`config.mk`:
```
export PLATFORM = sky130hd
export DESIGN_NAME = spi_frame_memory
export DESIGN_NICKNAME = d
export VERILOG_FILES = /design/src/rtl/spi_frame_pkg.sv /design/src/rtl/rise_edge_detect.sv /design/src/rtl/spi_frame_memory.sv
export SDC_FILE = /design/constraint.sdc
export NUM_CORES = 1
export LEC_CHECK = 0
export ABC_AREA = 0
export CAP_MARGIN = 20
export CELL_PAD_IN_SITES_DETAIL_PLACEMENT = 1
export CELL_PAD_IN_SITES_GLOBAL_PLACEMENT = 2
export CORE_MARGIN = 1
export CORE_UTILIZATION = 25
export DETAILED_ROUTE_END_ITERATION = 10
export PLACE_DENSITY_LB_ADDON = 0.1
export SKIP_CTS_REPAIR_TIMING = 1
export SYNTH_ARGS = -nofsm -noshare
export SYNTH_HDL_FRONTEND = slang
export SYNTH_SLANG_ARGS = --single-unit
```
`constraint.sdc`:
```
create_clock -name clk -period 5.3 [get_ports clk]
set_input_delay 0.53 -clock clk [delete_from_list [all_inputs] [get_ports clk]]
set_output_delay 0.53 -clock clk [all_outputs]
set_load 0.02 [all_outputs]
```
`src/rtl/spi_frame_pkg.sv`:
```
// -----------------------------------------------------------------------------
// spi_frame_pkg
//   Shared constants and elaboration-time helpers for the SPI frame memory.
//
//   Optional feature macro: SPI_FRAME_MEMORY_CHECKSUM_EN
//     When defined, one XOR checksum byte is appended after the channel bytes
//     of every frame (CSUM_BYTES = 1); otherwise CSUM_BYTES = 0.
//
//   Contents:
//     BYTE_W         width of one serialised byte
//     CSUM_BYTES     number of trailing checksum bytes per frame (0 or 1)
//     clog2()        ceiling log2, 0 for values <= 1
//     addr_width()   address width for a frame of a given size, minimum 1
//     bytes_per_ch() bytes needed to carry one channel of a given width
//     params_legal() legality of the NUM_CH / CH_WIDTH parameter pair
// -----------------------------------------------------------------------------
package spi_frame_pkg;

    localparam int BYTE_W = 8;

`ifdef SPI_FRAME_MEMORY_CHECKSUM_EN
    localparam int CSUM_BYTES = 1;
`else
    localparam int CSUM_BYTES = 0;
`endif

    function automatic int clog2(input int value);
        int result;
        result = 0;
        while ((1 << result) < value) begin
            result = result + 1;
        end
        return result;
    endfunction

    // A single-byte frame still needs a one-bit address port.
    function automatic int addr_width(input int total);
        int w;
        w = clog2(total);
        return (w < 1) ? 1 : w;
    endfunction

    function automatic int bytes_per_ch(input int width);
        return width / BYTE_W;
    endfunction

    function automatic bit params_legal(input int num_ch, input int ch_width);
        return (num_ch >= 1) && (ch_width >= BYTE_W) && ((ch_width % BYTE_W) == 0);
    endfunction

endpackage

```
`src/rtl/rise_edge_detect.sv`:
```
// -----------------------------------------------------------------------------
// rise_edge_detect
//   One-cycle rising-edge detector for a level that is already synchronous to
//   clk. The delay register follows the input every cycle, so a level held
//   high produces exactly one pulse.
//
//   Ports:
//     clk    in   system clock
//     rst    in   asynchronous active-low reset (clears the delay register)
//     in     in   level to watch
//     pulse  out  high in the cycle where in is 1 and was 0 on the last edge
// -----------------------------------------------------------------------------
module rise_edge_detect (
    input  logic clk,
    input  logic rst,
    input  logic in,
    output logic pulse
);

    logic in_d;

    always_ff @(posedge clk or negedge rst) begin
        if (!rst) begin
            in_d <= 1'b0;
        end else begin
            in_d <= in;
        end
    end

    assign pulse = in & ~in_d;

endmodule

```
`src/rtl/spi_frame_memory.sv`:
```
// -----------------------------------------------------------------------------
// spi_frame_memory
//   Snapshots NUM_CH channel values on a rising edge of frame_start and
//   presents them one byte at a time to the SPI slave transmit path; every
//   rising edge of incr advances to the next byte. The address saturates at
//   the last byte and a further incr edge sets the sticky overrun flag, which
//   only the next frame start clears.
//
//   Optional feature macro: SPI_FRAME_MEMORY_CHECKSUM_EN
//     Appends one byte holding the XOR of all channel bytes of the snapshot;
//     last_byte and overrun then refer to that checksum byte.
//
//   Parameters:
//     NUM_CH     channels per frame (1..16)
//     CH_WIDTH   bits per channel, multiple of 8 (8..32)
//     MSB_FIRST  1: most significant byte of each channel first, 0: LSB first
//
//   Ports:
//     clk          in   system clock
//     rst          in   asynchronous active-low reset
//     frame_start  in   level; rising edge snapshots ch_data, restarts at 0
//     incr         in   level; rising edge advances the byte address
//     ch_data      in   flat channel bus, channel 0 in the LSBs
//     out_byte     out  byte at the current address
//     byte_idx     out  current byte address
//     last_byte    out  high while byte_idx addresses the final byte
//     overrun      out  sticky, incr edge seen while on the final byte
// -----------------------------------------------------------------------------
module spi_frame_memory
    import spi_frame_pkg::*;
#(
    parameter int NUM_CH    = 4,
    parameter int CH_WIDTH  = 16,
    parameter int MSB_FIRST = 1
) (
    input  logic                       clk,
    input  logic                       rst,
    input  logic                       frame_start,
    input  logic                       incr,
    input  logic [NUM_CH*CH_WIDTH-1:0] ch_data,
    output logic [BYTE_W-1:0]          out_byte,
    output logic [addr_width(NUM_CH*bytes_per_ch(CH_WIDTH)+CSUM_BYTES)-1:0] byte_idx,
    output logic                       last_byte,
    output logic                       overrun
);

    localparam int BPC        = bytes_per_ch(CH_WIDTH);
    localparam int DATA_BYTES = NUM_CH * BPC;
    localparam int TOTAL      = DATA_BYTES + CSUM_BYTES;
    localparam int AW         = addr_width(TOTAL);
    localparam logic [AW-1:0] LAST_ADDR = AW'(TOTAL - 1);

    if (!params_legal(NUM_CH, CH_WIDTH)) begin : g_bad_params
        $error("spi_frame_memory: CH_WIDTH must be a multiple of 8 and NUM_CH >= 1");
    end

    logic                       fs_edge;
    logic                       inc_edge;
    logic [NUM_CH*CH_WIDTH-1:0] shadow;
    logic [AW-1:0]              addr;
    logic [BYTE_W-1:0]          byte_arr [TOTAL];

    rise_edge_detect u_fs_edge (
        .clk   (clk),
        .rst   (rst),
        .in    (frame_start),
        .pulse (fs_edge)
    );

    rise_edge_detect u_inc_edge (
        .clk   (clk),
        .rst   (rst),
        .in    (incr),
        .pulse (inc_edge)
    );

    // Frame start has priority: an incr edge in the same cycle is dropped so
    // a new frame always begins presenting byte 0.
    always_ff @(posedge clk or negedge rst) begin
        if (!rst) begin
            shadow  <= '0;
            addr    <= '0;
            overrun <= 1'b0;
        end else if (fs_edge) begin
            shadow  <= ch_data;
            addr    <= '0;
            overrun <= 1'b0;
        end else if (inc_edge) begin
            if (addr < LAST_ADDR) begin
                addr <= addr + AW'(1);
            end else begin
                overrun <= 1'b1;
            end
        end
    end

    // Static byte map of the snapshot: address a carries byte k of channel
    // a/BPC, with k counted from the top when MSB_FIRST is set.
    for (genvar a = 0; a < DATA_BYTES; a++) begin : g_byte_map
        localparam int CH = a / BPC;
        localparam int K  = a % BPC;
        localparam int SH = (MSB_FIRST != 0) ? (BPC - 1 - K) : K;
        assign byte_arr[a] = shadow[CH*CH_WIDTH + SH*BYTE_W +: BYTE_W];
    end

`ifdef SPI_FRAME_MEMORY_CHECKSUM_EN
    // Byte order does not change the XOR, so the whole shadow is folded.
    logic [BYTE_W-1:0] csum;

    always_comb begin
        csum = '0;
        for (int i = 0; i < NUM_CH*BPC; i++) begin
            csum = csum ^ shadow[i*BYTE_W +: BYTE_W];
        end
    end

    assign byte_arr[DATA_BYTES] = csum;
`endif

    always_comb begin
        out_byte = '0;
        for (int i = 0; i < TOTAL; i++) begin
            if (addr == AW'(i)) begin
                out_byte = byte_arr[i];
            end
        end
    end

    assign byte_idx  = addr;
    assign last_byte = (addr == LAST_ADDR);

endmodule

```
# After elaboration in Yosys (flattened, before gate mapping)
# Index checks and enable logic that the tools add are counted.
# totals
register_bits	70
latchBits	0
mem_count	0
romBits	0
ramBits	0
# op_classes
add_sub_neg	1
shifts	0
n_mux	14
bitwise	4
multipliers	0
n_eq_ne	8
reduce_logical	5
div	0
magnitude_cmp	1
# op_table
cell	count
8-bit 2-to-1 mux	8
3-bit == test, second input constant	4
3-bit 2-to-1 mux	3
3-bit by 2-bit == test with 1-bit output, second input constant	2
2-bit AND reduction	2
2-bit nonzero test	2
3-bit by 1-bit adder with 3-bit output, second input constant	1
3-bit by 1-bit == test with 1-bit output, second input constant	1
3-bit logical NOT	1
3-bit < comparator, second input constant	1
1-bit 2-to-1 mux	3
1-bit AND	2
2-bit != test, second input constant	1
1-bit NOT	2

# Longest topological paths before layout
# depth
depth_word	9
mapped_depth	8
ltp_nobuf	6

# By module
# A second synthesis with hierarchy kept.
# hier_totals
cells_unflattened	285
area_unflattened_um2	3358.2
# modules_own_cells
module	n_inst	area_per_inst_um2	cells_per_inst
spi_frame_memory	1	3280.6	281
rise_edge_detect	2	38.8	2

# Worst setup path before layout
# No wires, ideal clock.
# synth_path
kind	register to output
startpoint	register addr[2], in the netlist byte_idx[2]
endpoint	output out_byte[2]
path_buffers	2
path_slack_ps	2645
t_arrival_ps	2125
path_stages_with_launch	9
cell_sequence	dfrtp_1 inv_1 buf_2 ha_1 buf_4 or3_4 a21oi_2 o22ai_1 a21oi_1
# synth_via
elab_chain_len	9
word_cells_on_any_way	16
cone_classes	eq/ne (7); mux (8); reduce/logical (1)
# synth_rtl
item	line	source
from (decl)	spi_frame_memory.sv:60	logic [AW-1:0] addr;
from (signal assigned)	spi_frame_memory.sv:90	addr <= addr + AW'(1);
3-bit logical NOT	spi_frame_memory.sv:123	if (addr == AW'(i)) begin
8-bit 2-to-1 mux (7 in series)	spi_frame_memory.sv:123	
8-bit 2-to-1 mux (*)	spi_frame_memory.sv:123	
to (decl)	spi_frame_memory.sv:41	output logic [BYTE_W-1:0] out_byte,
# Every way passes the cells marked *; elsewhere a longest branch is shown, timed or not.

# Worst setup path in the final report
# layout_path
startpoint	register addr[2], in the netlist byte_idx[2]
endpoint	output out_byte[3]
# Same word-level chain as after synthesis.

==> metrics <==
Mapped Avg Cell Area=10.89 um^2; Fin Clk Skew=0.004810 ns; vias in the first global route=2877; DP Area=between 4000 and 5000 um^2; Setup-failing EPs final=0; # IOs=81; peak per-stage delay on the critical path=around 0.71 ns; Mapped Nets=395; status=complete, no violations; initial drt markers=131; Routed WL per cell=17.71 um; CP startpoint kind=register; Critical Path Sink Type=primary output; htree depth=3; CTS tree=done; yosys warns=0; critical path arrival=3.58 ns; hold slack=about 0.42 ns; CP max stage cell=dfrtp_1; Final HPWL DP=between 7000 and 8000 um; Routed met3 length=~370 um; Residual DRC=0; Yosys top cell by area=dfrtp_1; Multi-input gate area=1574 um^2; Initial Utilization=0.2599; largest net degree at the start of global routing=79; Worst Setup SP=byte_idx[2]; clock latency on the worst-skew pair=0.33 ns; HP Class=in -> async; root buf cell=clkbuf_16; Fillers=1502; ANT cells=0; GPL Wtd Cong=around 0.75; area grow syn2layout=34.97%; flops & latches, synth=70; Tightest Pin Transition=0.9527 ns; sequential element share of the synthesized area=0.5011; Netlist cell types=33; Lkg Pwr=1.882 nW; cells along the critical path=inv_1 > ha_1 > nor3b_1 > a221o_1 > o22ai_1 > a21oi_1 > clkdlybuf4s50_1; Cell Count, Final, Fillers Out=572; met2 routed WL=4745 um; Critical Path RT=~4.8 ns; P per Cell Area=363.2 nW/um^2; Rel. slew slack=0.3648; Setup TNS=0 ns; CP max FO=21; overall die area=~14000 um^2; post-DR vias/cell=4.624; final wirelength=10130 um; Cell Area, Synth=3496 um^2; Cell Rows=42; initial antenna violation count=0; R2R Path Start=byte_idx[2]; f_max=between 200 and 250 MHz; first-pass GRT wire length=16490 um; fin crit share=0.7754; clock buffer count from CTS=9; Crit Path Class=reg -> out; # Max-Cap Violations=0; total gr overflow=0; Cells after DPL=556; drt first pass iters=4; Yosys top cell area share=0.5011; Vias=2645; Synth Instances=321; layout cells sized above 1=0.2071; RSZ-0062 raised after global routing=no; peak supply drop=0.0001397 V; number of port buffers=80; register area=1752 um^2; CTS Buffer Depth=2; Sink Count=70; metal1 wirelength=approximately 4900 um; # nets final=465; ANT nets after route=0; Overall Global Routing Usage=0.1528; design area=4718 um^2; CTS clk-pin slew, worst paths=0.06 ns; Die Span X=120.3 um; Fin. Hold Viols=0; top cells by area, synth=dfrtp_1 50%, mux2_2 17%, nand2_1 3.9%, a21oi_1 3.1%, buf_2 2.7%; core box area=13450 um^2; fin. max-slew vios=0; minimum clock period=4.110 ns; DR top layer=met4; Die Ht=120.3 um
==> registers in the layout, indices dropped and copies added, names as in the netlist <==
name             cells
overrun              1
shadow              64
u_inc_edge.in_d      1
u_fs_edge.in_d       1
byte_idx             3
==> metal layers <==
| layer | global-route usage | vias to the layer above |
|---|---|---|
| li1 | - | 1261 |
| met1 | 0.2052 | 1319 |
| met2 | 0.2381 | 53 |
| met3 | 0.03915 | 12 |
| met4 | 0.05247 | 0 |
| met5 | 0 | - |
==> Yosys cell counts <==
library cell  count
dfrtp_1          70
mux2_2           54
nand2_1          36
a21oi_1          22
buf_2            19
nor2_1           15
inv_1            14
o21ai_0          13
nor2b_1          10
nor3_1            7
ha_1              6
nor3b_1           6
a221oi_2          4
a21oi_2           3
a221o_1           3
a221oi_1          3
and3b_1           3
clkbuf_1          3
nand2b_1          3
nand3b_1          3
o211ai_1          3
o221ai_1          3
o22ai_1           3
o31ai_1           3
and2_1            2
o2111ai_1         2
o21ai_1           2
a31oi_1           1
a41oi_1           1
buf_4             1
buf_6             1
o21bai_1          1
or3_4             1
==> stage by stage <==
stage | power [mW] | setup WS (ns) | utilization
after floorplan | 0.9131 | 2.645 | -
final | 1.714 | 1.190 | 0.3507
after global routing | 1.811 | 0.8775 | 0.3507
after detailed placement | 1.118 | 1.509 | 0.3283
after global placement | 1.114 | 1.662 | 0.3283
after CTS | 1.747 | 1.144 | 0.3507
==> worst paths after layout <==
path / depth (start not counted) / slack [ns] / to
max reg2reg: 5 / 3.45 / byte_idx[2]
min: 2 / 0.42 / shadow[18]
max in group asynchronous: 2 / 4.30 / shadow[41]
max: 7 / 1.19 / out_byte[3]
min reg2reg: 1 / 0.50 / shadow[51]
min in group clk: 1 / 0.50 / shadow[51]
==> layout make-up <==
type | count | area share
Clock buffer | 12 | 0.05436
Clock inverter | 4 | 0.009547
Inverter | 14 | 0.01114
Multi-Input combinational cell | 213 | 0.3336
Sequential cell | 70 | 0.3713
Tap cell | 176 | 0.04667
Timing Repair Buffer | 83 | 0.1734
==> report_power, final <==
group | internal, mW | switching [mW]
sequential | 0.609 | 0.0577
clock | 0.387 | 0.225
combinational | 0.219 | 0.216
==> cell families after synthesis <==
logic type      after synthesis  share of synthesized area
simple gates                 86                     0.1217
flops                        70                     0.5011
compound gates               67                     0.1310
mux                          54                     0.1739
buf+inv                      38                    0.05082
fa+ha+maj                     6                    0.02147
==> layout by cell type, fill, tap and decap left out, types with 4 or more instances in the layout <==
cell and count:
ha_1 6, a221oi_2 4, dfrtp_1 70, nor2_1 15, mux2_2 54, nor3b_1 6, clkdlybuf4s50_1 79, a21oi_1 22
nor2b_1 9, nand2_1 36, inv_1 14, clkbuf_16 9, nor3_1 7, o21ai_0 13
==> worst max-delay path, delay by kind of cell, from the launching register on <==
family | cells | cell delay [ns]
buf+inv | 2 | 1.03
flops | 1 | 0.71
fa+ha+maj | 1 | 0.55
compound gates | 3 | 0.53
simple gates | 1 | 0.42
No activity file was read; power rests on OpenSTA's default activity.
